File: src/rtl/alu_wb_pkg.sv
// alu_wb_pkg: shared flag indices, widths and entry type for the ALU writeback stage
package alu_wb_pkg;
    localparam int WB_DATA_W  = 32;
    localparam int WB_FLAGS_W = 6;
    localparam int WB_TAG_W   = 7;
    localparam int WB_AL_ID_W = 7;
    localparam int FLG_WRDEST  = 4;
    localparam int FLG_EXEC    = 2;
    localparam int FLG_EXCEPT  = 1;
    localparam int FLG_MISPRED = 0;
    typedef struct packed {
        logic [WB_DATA_W-1:0]  result;
        logic [WB_FLAGS_W-1:0] flags;
        logic [WB_TAG_W-1:0]   tag;
        logic [WB_AL_ID_W-1:0] al_id;
    } wb_entry_t;
    function automatic logic writes_prf(input logic [WB_FLAGS_W-1:0] flags);
        return flags[FLG_WRDEST] & ~flags[FLG_EXCEPT];
    endfunction
endpackage

File: src/rtl/alu_wb_stage_fifo.sv
// wb_skid_fifo: 2-entry FIFO of writeback entries with registered ready and flush
module wb_skid_fifo
    import alu_wb_pkg::*;
(
    input  logic      clk,
    input  logic      reset_n,
    input  logic      push,
    input  logic      pop,
    input  logic      flush,
    input  wb_entry_t din,
    output wb_entry_t head,
    output logic      valid,
    output logic      ready
);
    wb_entry_t  mem [2];
    logic       wr_ptr, rd_ptr;
    logic [1:0] cnt, cnt_nxt;
    always_comb cnt_nxt = flush ? 2'd0 : cnt + {1'b0, push} - {1'b0, pop};
    always_ff @(posedge clk or negedge reset_n) begin
        if (!reset_n) begin
            mem[0] <= '0;
            mem[1] <= '0;
            wr_ptr <= 1'b0;
            rd_ptr <= 1'b0;
            cnt    <= 2'd0;
            ready  <= 1'b1;
        end else begin
            cnt   <= cnt_nxt;
            ready <= cnt_nxt != 2'd2;
            if (flush) begin
                wr_ptr <= 1'b0;
                rd_ptr <= 1'b0;
            end else begin
                if (push) begin
                    mem[wr_ptr] <= din;
                    wr_ptr      <= ~wr_ptr;
                end
                if (pop) rd_ptr <= ~rd_ptr;
            end
        end
    end
    assign head  = mem[rd_ptr];
    assign valid = cnt != 2'd0;
endmodule

File: src/rtl/alu_wb_stage.sv
// alu_wb_stage: queues ALU results and decodes them into PRF writes and completions
// Optional registered PRF bypass port set enabled by defining ALU_WB_BYPASS_EN.
module alu_wb_stage
    import alu_wb_pkg::*;
#(
    parameter int DATA_W  = WB_DATA_W,
    parameter int TAG_W   = WB_TAG_W,
    parameter int AL_ID_W = WB_AL_ID_W,
    parameter int FLAGS_W = WB_FLAGS_W
) (
    input  logic               clk,
    input  logic               reset_n,
    input  logic               valid_i,
    output logic               ready_o,
    input  logic [DATA_W-1:0]  result_i,
    input  logic [FLAGS_W-1:0] flags_i,
    input  logic [TAG_W-1:0]   tag_i,
    input  logic [AL_ID_W-1:0] al_id_i,
    input  logic               flush_i,
    output logic               out_valid_o,
    input  logic               out_ready_i,
    output logic               wr_en_o,
    output logic [TAG_W-1:0]   wr_tag_o,
    output logic [DATA_W-1:0]  wr_data_o,
    output logic [AL_ID_W-1:0] cmp_al_id_o,
    output logic [FLAGS_W-1:0] cmp_flags_o
`ifdef ALU_WB_BYPASS_EN
    ,
    output logic               bypass_valid_o,
    output logic [TAG_W-1:0]   bypass_tag_o,
    output logic [DATA_W-1:0]  bypass_data_o
`endif
);
    wb_entry_t din, head;
    logic      push, pop;
    assign push = valid_i & ready_o;
    assign pop  = out_valid_o & out_ready_i;
    assign din  = '{result: result_i, flags: flags_i, tag: tag_i, al_id: al_id_i};
    wb_skid_fifo u_fifo (
        .clk     (clk),
        .reset_n (reset_n),
        .push    (push),
        .pop     (pop),
        .flush   (flush_i),
        .din     (din),
        .head    (head),
        .valid   (out_valid_o),
        .ready   (ready_o)
    );
    assign wr_en_o     = out_valid_o & writes_prf(head.flags);
    assign wr_tag_o    = head.tag;
    assign wr_data_o   = head.result;
    assign cmp_al_id_o = head.al_id;
    assign cmp_flags_o = head.flags;
`ifdef ALU_WB_BYPASS_EN
    // Captured at push time so forwarding never waits on downstream backpressure
    always_ff @(posedge clk or negedge reset_n) begin
        if (!reset_n) begin
            bypass_valid_o <= 1'b0;
            bypass_tag_o   <= '0;
            bypass_data_o  <= '0;
        end else begin
            bypass_valid_o <= push & writes_prf(flags_i) & ~flush_i;
            if (push) begin
                bypass_tag_o  <= tag_i;
                bypass_data_o <= result_i;
            end
        end
    end
`endif
endmodule

File: config.mk
export PLATFORM = sky130hd
export DESIGN_NAME = alu_wb_stage
export DESIGN_NICKNAME = d
export VERILOG_FILES = /design/src/rtl/alu_wb_pkg.sv /design/src/rtl/alu_wb_stage_fifo.sv /design/src/rtl/alu_wb_stage.sv
export SDC_FILE = /design/constraint.sdc
export NUM_CORES = 1
export LEC_CHECK = 0
export BUFFER_PORTS_ARGS = -buffer_cell sky130_fd_sc_hd__buf_2
export CORE_UTILIZATION = 45
export CTS_CLUSTER_DIAMETER = 200
export DETAILED_ROUTE_END_ITERATION = 12
export MAX_ROUTING_LAYER = met4
export PLACE_DENSITY = 0.68
export SLEW_MARGIN = 20
export SYNTH_ARGS = -nofsm -noshare
export SYNTH_HDL_FRONTEND = slang
export SYNTH_SLANG_ARGS = --single-unit
export TNS_END_PERCENT = 5
File: constraint.sdc
create_clock -name clk -period 2.45 [get_ports clk]
set_clock_uncertainty 0.1 [all_clocks]
set_input_delay 0.49 -clock clk [delete_from_list [all_inputs] [get_ports clk]]
set_output_delay 0.49 -clock clk [all_outputs]
set_load 0.02 [all_outputs]
==> results of run 1 <==
-- how the worst max path moves through the flow --
stage	from	to	slack [ns]	cells past startpoint
6_report	u_fifo.rd_ptr	wr_en_o	0.18	4
5_1_grt	u_fifo.rd_ptr	wr_data_o[20]	0.10	3
4_1_cts	u_fifo.rd_ptr	wr_en_o	0.16	4
3_5_place_dp	out_ready_i	u_fifo.ready	0.41	7
3_3_place_gp	out_ready_i	u_fifo.ready	0.48	7
2_1_floorplan	out_ready_i	u_fifo.ready	0.61	6
-- stage by stage --
step / power (uW) / instance area, um^2 / setup WS (ns) / utilization
after floorplan: 5730 / 5030 / 0.610 / -
after global placement: 6610 / 5700 / 0.480 / 0.526
after detailed placement: 6730 / 5700 / 0.406 / 0.526
after CTS: 7880 / 5900 / 0.158 / 0.544
after global routing: 8230 / 5900 / 0.104 / 0.544
final: 7770 / 5900 / 0.182 / 0.544
-- power by group through the flow --
stage	registers (uW)	logic (uW)	clock network (uW)
detailed placement	3140	3590	0
global placement	3070	3540	0
CTS	3110	3610	1160
finish	3110	3560	1110
floorplan	2990	2750	0
global route	3210	3790	1230
-- state kept, by name, indices dropped and copies added (netlist names) --
name and count:
u_fifo.cnt 2, u_fifo.ready 1, u_fifo.wr_ptr 1, u_fifo.rd_ptr 1, u_fifo.mem 104
-- placed cells by master (no fill, tap or decap), drive strengths merged, types with 2 or more instances in the layout --
master,n
clkbuf,13
ha,2
and2b,2
mux2,157
nor2,2
dfrtp,108
inv,2
buf,118
-- per-layer routing --
| layer | routed length (um) | up-vias | GRT usage |
|---|---|---|---|
| li1 | - | 1296 | - |
| met2 | 4470 | 60 | 0.268 |
| met1 | 4200 | 1425 | 0.218 |
| met4 | 134 | 0 | 0.0587 |
| met5 | 0 | - | - |
| met3 | 371 | 10 | 0.0418 |
-- worst register-to-register path, delay by kind of cell (launching register included) --
family                   cells  cell delay [ns]
flip-flops                   1             0.41
AND/OR/NAND/NOR              1             0.41
AO/OA/AOI/OAI                1             0.21
XOR/XNOR                     1             0.23
adder cells (fa/ha/maj)      2             0.42
buffers and inverters        1             0.06
-- kinds of logic after synthesis --
group / synth area share
compound gates: 0.00448
fa+ha+maj: 0.00498
xor+xnor: 0.00448
simple gates: 0.0194
mux: 0.389
flops: 0.543
buf+inv: 0.0346
-- area by class of cell --
cell class | instances | area, um^2
Clock buffer | 13 | 169
Inverter | 2 | 7.51
Fill cell | 906 | 4940
Tap cell | 140 | 175
Timing Repair Buffer | 118 | 661
Sequential cell | 109 | 2730
Multi-Input combinational cell | 174 | 2130
Clock inverter | 1 | 30.0
==> summary.txt, run 1 <==
Floorplan
  – IO Count: 112
  – Core area: 10800 um^2
  – Die area: 11600 um^2
  – Initial Utilization: 0.464
  – Die Height: 108 um
  – Core Rows: 38
  – Horiz. Die Dim: 108 um

Drt
  – Drt wl/cell: 16.5 um
  – Iteration-0 DRC Markers: 78
  – Vias per inst: 5.01
  – Residual DRC count: 0
  – Final WL: 9170 um
  – Antenna Nets Post-Route: 0
  – DRT Pass-1 Iters: 4
  – Via count: 2791

Global route
  – Initial antenna violation count: 0
  – Vias in the first global route: 2940
  – First-pass GRT wire length: 14700 um
  – GRT overflow: 0
  – Total GRT Usage: 0.171
  – Largest net degree at the start of global routing: 110

Worst hold path
  – Min-Delay Path Class: in2async

Synth
  – Synth top area share: 0.538
  – Seq/Total Area, Yosys: 0.543
  – Area contributors post-synth: dfrtp_1 (54%), mux2_2 (23%), mux2_4 (15%), buf_12 (2.0%), mux2_1 (1.3%)
  – Most frequent cell after synthesis: dfrtp_1
  – Yosys cell types: 23
  – Post-synth ARST share: 1.00
  – Register bit total from synthesis: 109
  – Top FF cell, synth: dfrtp_1
  – Mapped Area: 5030 um^2
  – Synth top cells by count: dfrtp_1 (108), mux2_2 (101), mux2_4 (50)
  – Post-synth net total: 361
  – Area leader, netlist: dfrtp_1
  – Post-synth EDFFs: 0
  – Yosys Warn Count: 0
  – Syn avg cell area: 16.6 um^2
  – Syn Inst Count: 302

STA
  – Worst Max-Slew Pin Slew: 0.593 ns
  – Final hold vios: 0
  – RSZ-0062 raised after global routing: no
  – Setup_tns: 0 ns
  – F_max: 441 MHz
  – Rel. slew slack: 0.605
  – Setup violations, final: 0
  – Slew Limit Fails: 0
  – Fin crit period: 2.27 ns
  – Tcrit/Tclk final: 0.926
  – Worst hold slack: 0.0648 ns

Pwr
  – Clock power frac: 0.143
  – Pwr dens: 1320 nW/um^2
  – Leakage: 0.00277 uW
  – Sw Pwr: 2670 uW
  – Worst VDD drop: 0.000665 V
  – Combinational power share: 0.458
  – Seq pwr share: 0.400
  – Switching share of total power: 0.343
  – Int Pwr: 5110 uW

Clocking
  – TritonCTS Sinks: 109
  – CTS tree: built
  – Root Driver: clkbuf_8
  – CTS max path bufs: 2
  – H-tree depth: 3
  – Num CTS Buffers: 9
  – Post-CTS Hold Buffers: 0
  – Worst-path clk slew: 0.10 ns
  – Setup bufs post-CTS: 0
  – Post_cts resized: 0
  – Worst-skew pair later-pin latency: 0.36 ns

Place
  – Port Buffers: 111
  – Inst Count DP: 543
  – Placer Congestion: 0.707
  – Hpwl dp: 5990 um

Worst setup path
  – Critical path's top delay family: flip-flops
  – Critical Path RT: 1.86 ns
  – CP peak stage delay: 0.39 ns
  – FF-to-FF End: u_fifo.ready
  – Max stage delay cell, worst path: dfrtp_2
  – CP Class: reg2out
  – CP Data Arrival Time: 1.68 ns
  – Crit path buf inv count: 2
  – Critical path launch point type: register
  – Crit end category: primary output
  – Worst Path Max Fanout: 28
  – R2R cell count: 6
  – Worst reg2reg setup slack: 0.53 ns
  – Critical path, cell by cell: buf_12 > mux2_2 > and3b_1 > buf_2
  – FF-to-FF Start: u_fifo.cnt[1]

Outcome
  – Status: finished, final reports clean

Layout
  – Layout cells sized above 1: 0.698
  – ANT cells: 0
  – Area grow syn2layout: 17.4%
  – Final net count: 473
  – Post-Layout Cell Count: 557

Job
  – Max Cap Viol: 0
Power figures use the tool's default switching activity.
==> inputs of run 2 (changes only) <==
- CORE_ASPECT_RATIO: not set -> 1.2
- GPL_TIMING_DRIVEN: not set -> 0
==> run 2 against run 1 <==
The run now ends with negative hold slack left; power up 3.7%; clock power up 22%; cell count up 0.36%; flip-flop and latch count unchanged; sequential power about the same; count of clock-buffer cells in the layout down 3; wire length up 4.9%; sequential share of layout area down 1.2 points; register-to-register slack better by 0.05 ns; first-iteration DRC count down 22%.
==> summary.txt, run 2 (synthesis results as in run 1) <==
Clocking
  – Worst-path clk slew: 0.07 ns (-0.03 ns)
  – CTS max path bufs: 2 (unchanged)
  – Root Driver: clkbuf_16
  – Worst-skew pair later-pin latency: 0.33 ns (-0.03 ns)
  – Post_cts resized: 0 (unchanged)
  – H-tree depth: 3 (unchanged)
  – Post-CTS Hold Buffers: 0 (unchanged)
  – CTS tree: built
  – TritonCTS Sinks: 109 (unchanged)
  – Setup bufs post-CTS: 0 (unchanged)
  – Num CTS Buffers: 9 (unchanged)

Drt
  – Residual DRC count: 0 (unchanged)
  – Vias per inst: 5.11 (+2.0%)
  – Via count: 2858 (+2.4%)
  – Drt wl/cell: 17.2 um (+4.5%)
  – Antenna Nets Post-Route: 0 (unchanged)
  – Final WL: 9610 um (+4.9%)
  – DRT Pass-1 Iters: 6 (+2)
  – Iteration-0 DRC Markers: 61 (-22%)

Worst hold path
  – Min-Delay Path Class: in2async

Floorplan
  – IO Count: 112 (unchanged)
  – Horiz. Die Dim: 98.5 um (-8.6%)
  – Die area: 11600 um^2 (about the same)
  – Die Height: 118 um (+9.4%)
  – Core area: 10700 um^2 (-1.6%)
  – Initial Utilization: 0.471 (+0.00739)
  – Core Rows: 41 (+7.9%)

STA
  – Rel. slew slack: 0.673 (+0.0679)
  – Slew Limit Fails: 0 (unchanged)
  – F_max: 435 MHz (-1.4%)
  – RSZ-0062 raised after global routing: no
  – Worst Max-Slew Pin Slew: 0.491 ns (-0.102 ns)
  – Tcrit/Tclk final: 0.939 (+0.0129)
  – Final hold vios: 3 (+3)
  – Fin worst setup slack: 0.150 ns (-0.0316 ns)
  – Worst hold slack: -0.0119 ns (-0.0767 ns)
  – Setup violations, final: 0 (unchanged)
  – Fin crit period: 2.30 ns (+0.0316 ns)
  – Setup_tns: 0 ns (unchanged)

Layout
  – Commonest cells after routing, fill and taps aside: buf_2 (121), dfrtp_1 (108), mux2_2 (101), mux2_4 (50), clkbuf_16 (9)
  – Area grow syn2layout: 20.5%
  – ANT cells: 0 (unchanged)
  – Max FFs per register: 104 (unchanged)
  – Largest regs: u_fifo.mem: 104 flops, u_fifo.cnt: 2 flops
  – Final net count: 484 (+2.3%)
  – Layout cells sized above 1: 0.705 (+0.00681)
  – Commonest non-fill, non-tap cell in the layout: buf_2
  – Most flops, register: u_fifo.mem

Outcome
  – Failing checks: negative hold slack
  – Status: finished, violations left

Worst setup path
  – Crit end category: primary output
  – Worst Path Max Fanout: 10 (-64%)
  – Critical path launch point type: register
  – CP Data Arrival Time: 1.71 ns (+0.03 ns)
  – Critical Path RT: 1.86 ns (about the same)
  – CP Class: reg2out
  – Worst reg2reg setup slack: 0.58 ns (+0.05 ns)
  – FF-to-FF Start: u_fifo.cnt[1]
  – Worst setup path start: u_fifo.rd_ptr

Global route
  – First-pass GRT wire length: 16000 um (+8.8%)
  – Initial antenna violation count: 0 (unchanged)
  – Largest net degree at the start of global routing: 60 (-45%)
  – GRT overflow: 0 (unchanged)
  – Vias in the first global route: 3142 (+6.9%)
  – Total GRT Usage: 0.182 (+0.0111)

Pwr
  – Pwr dens: 1330 nW/um^2 (+1.1%)
  – Leakage: 0.00287 uW (+3.4%)
  – Worst VDD drop: 0.000537 V (-19%)

Place
  – Placer Congestion: 0.706 (-0.13%)
  – Hpwl dp: 6840 um (+14%)
  – Port Buffers: 111 (unchanged)
  – Worst slack at placement: 0.459 ns (+0.0529 ns)

Job
  – Max Cap Viol: 0 (unchanged)
run 2: cell count changes in the layout (fill, tap and decap cells not counted), sizes merged:
cell	change
clkinvlp	+2
clkinv	+4
bufinv	-1
buf	+11
clkbuf	-3
run 2: layout make-up:
class	count	area [um^2]
clock buffers	10	239
clock inverters	6	38.8
fillers	909	4620
inverters	2	7.51
repair buffers	112	589
well taps	129	161
flip-flops and latches	109	2730
multi-input cells	174	2120
plain buffers	17	166
run 2: per-layer routing:
layer  vias to the layer above  share of wire  global-route usage
met4                         0          0.018              0.0597
met3                        11          0.029              0.0344
li1                       1328              -                   -
met2                        63           0.51               0.302
met1                      1456           0.45               0.225
met5                         -              0                   -
run 2: final timing paths:
kind                             endpoint  cells past startpoint
max in group asynchronous    u_fifo.ready                      2
max reg2reg                  u_fifo.ready                      6
max                          wr_data_o[0]                      4
min                        u_fifo.mem[95]                      1
min reg2reg                u_fifo.mem[20]                      1
min in group clk           u_fifo.mem[51]                      2
run 2: worst max-delay path, stage by stage, from the launching register on:
cell,delay [ns]
dfrtp_1,0.31
buf_2,0.20
buf_2,0.32
mux2_2,0.38
buf_2,0.16
run 2: through the flow:
step	power [uW]	util	cells	cell area [um^2]
after floorplan	5730	-	302	5030
after global placement	6630	0.538	542	5740
after detailed placement	6780	0.541	543	5780
after CTS	8170	0.567	559	6050
after global routing	8530	0.567	559	6050
final	8060	0.567	559	6050
run 2: power breakdown:
group          switching (uW)  total [uW]  internal [uW]
clock network             636        1350            714
registers                 438        3110           2670
logic                    1690        3610           1910
total                    2770        8060           5300
